$ cat src/rtl/urv_fetch.sv
// uRV instruction fetch stage: drives instruction memory, tracks the fetch PC,
// applies Execute redirects and presents f_ir/f_pc/f_valid to Decode.
module urv_fetch #(
    parameter logic [31:0] g_reset_vector = 32'h0000_0000
) (
    input  logic        clk_i,
    input  logic        rst_n_i,

    input  logic        f_stall_i,
    input  logic        f_kill_i,
    input  logic        x_bra_i,
    input  logic [31:0] x_pc_bra_i,

    output logic [31:0] im_addr_o,
    output logic        im_rd_o,
    input  logic [31:0] im_data_i,
    input  logic        im_valid_i,

    output logic [31:0] f_ir_o,
    output logic [31:0] f_pc_o,
    output logic        f_valid_o
);

    typedef enum logic [1:0] {
        StReset,
        StBoot,
        StRun
    } state_e;

    state_e      state_q;
    logic [31:0] pc_q;
    logic [31:0] f_ir_q;
    logic [31:0] f_pc_q;
    logic        f_valid_q;
    logic        advance;
    logic        accept;

    assign advance = (state_q == StRun) && im_valid_i && !f_stall_i;
    assign accept  = advance && !x_bra_i && !f_kill_i;

    // pc_q is the address whose word is on im_data_i this cycle
    always_comb begin
        if (state_q != StRun) begin
            im_addr_o = g_reset_vector;
        end else if (x_bra_i) begin
            im_addr_o = x_pc_bra_i;
        end else if (advance) begin
            im_addr_o = pc_q + 32'd4;
        end else begin
            im_addr_o = pc_q;
        end
    end

    assign im_rd_o   = (state_q != StReset);
    assign f_ir_o    = f_ir_q;
    assign f_pc_o    = f_pc_q;
    assign f_valid_o = f_valid_q;

    always_ff @(posedge clk_i) begin
        if (!rst_n_i) begin
            state_q   <= StReset;
            pc_q      <= g_reset_vector;
            f_ir_q    <= 32'd0;
            f_pc_q    <= 32'd0;
            f_valid_q <= 1'b0;
        end else begin
            unique case (state_q)
                StReset: state_q <= StBoot;
                StBoot:  state_q <= StRun;
                default: state_q <= StRun;
            endcase

            pc_q <= im_addr_o;

            // A redirect or kill clears valid even under stall
            if (x_bra_i || f_kill_i) begin
                f_valid_q <= 1'b0;
            end else if (f_stall_i) begin
                f_valid_q <= f_valid_q;
            end else if (accept) begin
                f_ir_q    <= im_data_i;
                f_pc_q    <= pc_q;
                f_valid_q <= 1'b1;
            end else begin
                f_valid_q <= 1'b0;
            end
        end
    end

endmodule

$ cat config.mk
export PLATFORM = sky130hd
export DESIGN_NAME = urv_fetch
export DESIGN_NICKNAME = d
export VERILOG_FILES = /design/src/rtl/urv_fetch.sv
export SDC_FILE = /design/constraint.sdc
export NUM_CORES = 1
export LEC_CHECK = 0
export CAP_MARGIN = 20
export CORE_MARGIN = 4
export CORE_UTILIZATION = 40
export CTS_CLUSTER_SIZE = 30
export DETAILED_ROUTE_END_ITERATION = 16
export PLACE_DENSITY_LB_ADDON = 0.12
export SLEW_MARGIN = 5
export SYNTH_ARGS = -nofsm -noshare
export SYNTH_HDL_FRONTEND = slang
export SYNTH_SLANG_ARGS = --single-unit
$ cat constraint.sdc
create_clock -name clk_i -period 2.9 [get_ports clk_i]
set_input_delay 0.87 -clock clk_i [delete_from_list [all_inputs] [get_ports clk_i]]
set_output_delay 0.87 -clock clk_i [all_outputs]
set_load 0.02 [all_outputs]
==> results.ini <==
[outcome]
status = finished with violations
violations = setup timing

[clock_network]
tritoncts = done
htreeDepth = 3
cts-buffers-inserted = 9
cts-root-buf = clkbuf_16
clock_path_buffers = 2
path_clk_slew_ns = 0.07
clk_latency_ns = 0.35
clock-sinks = 99
ctsHoldBuffers = 0

[yosys]
synth-simple-area-share_pct = 31.8
muxShareOfSynthArea_pct = 2.27
yosys.area.top_type_share_pct = 43.8
synthesis.nets = 651
synth_xor_area_share_pct = 2.91
syn-cell-area_um2 = 4520
synth_compound_area_share_pct = 12.9
synthCells = 580
ys_async_sr_fraction_pct = 0
synthTopCellsByCount = nand2_1 (145), dfxtp_1 (99), a21oi_1 (71), nor3_1 (45), nor2_1 (38)
seq_area_frac_synth_pct = 43.8
synth_area_leaders = dfxtp_1 (44%), nand2_1 (12%), a21oi_1 (7.9%)
synth_most_common_cell = nand2_1
synth_fa_ha_area_share_pct = 0.277
ys.flop_type = dfxtp_1
synth_warnings = 0
synth_top_family_by_area = simple AND/OR/NAND/NOR gates
synth_top_area_cell = dfxtp_1
ys_ff_latch = 99
syn_avg_cell_area_um2 = 7.80
synth_edf_count = 0
synth_cell_type_count = 46

[critical_path]
critPathArrivalTime_ns = 2.47
crit_chain = buf_6 -> and4bb_1 -> buf_6 -> buf_4 -> buf_6 -> nand3_4 -> nor4_4 -> mux2_4 -> nor3_4 -> buf_6
cp_max_fo = 7
crit_path_end_kind = output pin
cp.required_ns = 2.03
r2r_setup_slack_ns = 0.69
crit_slowest_cell = mux2_4
crit_path_frequent_cell = buf_6
startpoint_type = input pin
critPathKind = in -> out
max_stage_delay_ns = 0.35

[placement]
io_buffers = 167
gp_congestion = 0.891
dp_hpwl_um = 11000
place_ws_ns = -1.18

[floorplan]
io_pins = 168
die_h_um = 114
fp-row-count = 38
core_um2 = 10900
dieArea_um2 = 13100
start_util_pct = 41.4
die_w_um = 114

[timing]
fin_skew_ns = 0.0102
post-route-period-util_pct = 115
hold_violations = 0
slew_headroom_pct = 58.6
period_needed_ns = 3.34
max_freq_mhz = 299
fin_ws_ns = -0.442
rsz0062_at_grt = yes
maxSlewViolCount = 0
worst_slew_pin_slew_ns = 0.618
finalSetupViolations = 30

[drt]
avgViaCountPerCell = 5.22
drcViolationCount = 0
drt_iter0_markers = 272
first_pass_iters = 4
wl_um = 16500
vias = 5156
drtAntennaViolNets = 0
routedWlPerCell_um = 16.7

[power_and_ir_drop]
powerDensity_nw_per_um2 = 374
finalPower_w = 0.00303
ir_drop_v = 0.000402
power.leakage_nw = 3.01

[cells_and_area]
multi_input_area_um2 = 2900
antennaDiodeCount = 0
drive_gt1_share_pct = 31.8
seqCellArea_um2 = 1980
nets = 913
syn2layout_area_growth_pct = 79.1
nFillCells = 810

[flow_run]
maxCapViolCount = 0

[global_routing]
grt_pass1_vias = 5121
grt_pass1_wl_um = 25400
antenna_found_initial = 0
grtUsageTotal_pct = 24.1
grt_max_degree = 65
globalRoute.totalOverflow = 0

[hold_path]
hold_path_class = reg -> reg

==> sequential cells by signal (all words and copies together), names as in the netlist <==
register,count
f_valid_o,1
state_q,2
pc_q,32
f_pc_o,32
f_ir_o,32
==> metal layers <==
metal / GRT usage [%] / vias to the layer above / part of all wire (%)
met3: 6.92 / 28 / 7.3
met2: 40.8 / 170 / 51
met5: 0 / - / 0
li1: - / 2525 / -
met1: 29.3 / 2433 / 40
met4: 8.71 / 0 / 2.0
==> cell type report <==
type                    instances  share of cell area, %
clock inverters                 5                  0.448
clock buffers                  11                   3.00
inverters                       6                  0.278
multi-input cells             432                   35.8
well taps                     140                   2.16
repair buffers                294                   33.8
flip-flops and latches         99                   24.5
==> kinds of logic after synthesis <==
| kind of cell | Yosys count |
|---|---|
| DFF | 99 |
| adders and majority gates | 1 |
| buffers and inverters | 49 |
| muxes | 10 |
| xor gates and xnor gates | 15 |
| AOI/OAI and AO/OA | 103 |
| and+or+nand+nor | 303 |
==> layout by cell type, fill, tap and decap left out, types with 4 or more instances in the layout <==
cell             synthesis  layout
a211oi_1                10       5
mux2i_1                  8       4
o21a_1                   4       4
xnor2_2                  0       6
nand4_1                 13      13
dfxtp_1                 99      99
clkbuf_16                0       9
and4_1                   7       6
a211oi_2                 0       5
nor4_2                   4       5
inv_1                    5       5
nand2_2                  3       5
nand2_1                145     142
buf_4                    2     122
and3_1                   7       7
nor3_1                  45      17
nand3_1                 13      10
nor3_4                   0      19
nor2_2                   0       7
a21oi_1                 71      69
o31a_1                   7       7
buf_6                    4      30
o21ai_2                  0       4
xnor2_1                 14       8
nor2b_1                  4       4
nor4_4                   0       8
nor2_1                  38      29
clkdlybuf4s50_1          0     132
nor3_2                   0       9
==> critical path: cells and delay by family <==
family,cells,cell delay [ns]
and+or+nand+nor,4,0.69
buffers and inverters,5,0.57
muxes,1,0.35
==> stage by stage <==
| stage | area [um^2] | util [%] | TNS [ns] | instances | hold slack, ns |
|---|---|---|---|---|---|
| after floorplan | 4820 | - | -0.658 | 580 | 0.431 |
| after CTS | 7900 | 72.2 | -8.26 | 979 | 0.455 |
| after detailed placement | 7180 | 65.7 | -32.78 | 945 | 0.446 |
| after global placement | 7180 | 65.7 | -31.91 | 945 | 0.437 |
| final | 8100 | 74.0 | -8.57 | 987 | 0.451 |
| after global routing | 8100 | 74.0 | -10.90 | 987 | 0.479 |
==> power by group <==
group / leakage [nW] / switching (W) / total (W) / internal [W]
registers: 0.799 / 0.0000113 / 0.00139 / 0.00138
clock network: 0.140 / 0.000533 / 0.00114 / 0.000611
logic: 2.07 / 0.000235 / 0.000497 / 0.000262
==> final timing paths <==
kind                    from            end  cells after the start
hold reg to reg   f_ir_o[12]     f_ir_o[12]                      2
hold / removal    f_ir_o[12]     f_ir_o[12]                      2
setup / recovery   f_stall_i  im_addr_o[24]                     10
setup reg to reg     pc_q[2]       pc_q[12]                     11
==> repair_timing <==
action,in CTS,in global routing
setup buffers,16,10
setup endpoints to repair,32,32
gates cloned,2,0
pin swaps,28,37
endpoints found under the hold margin,0,0
gates resized for setup,224,42
Power figures use the tool's default switching activity.
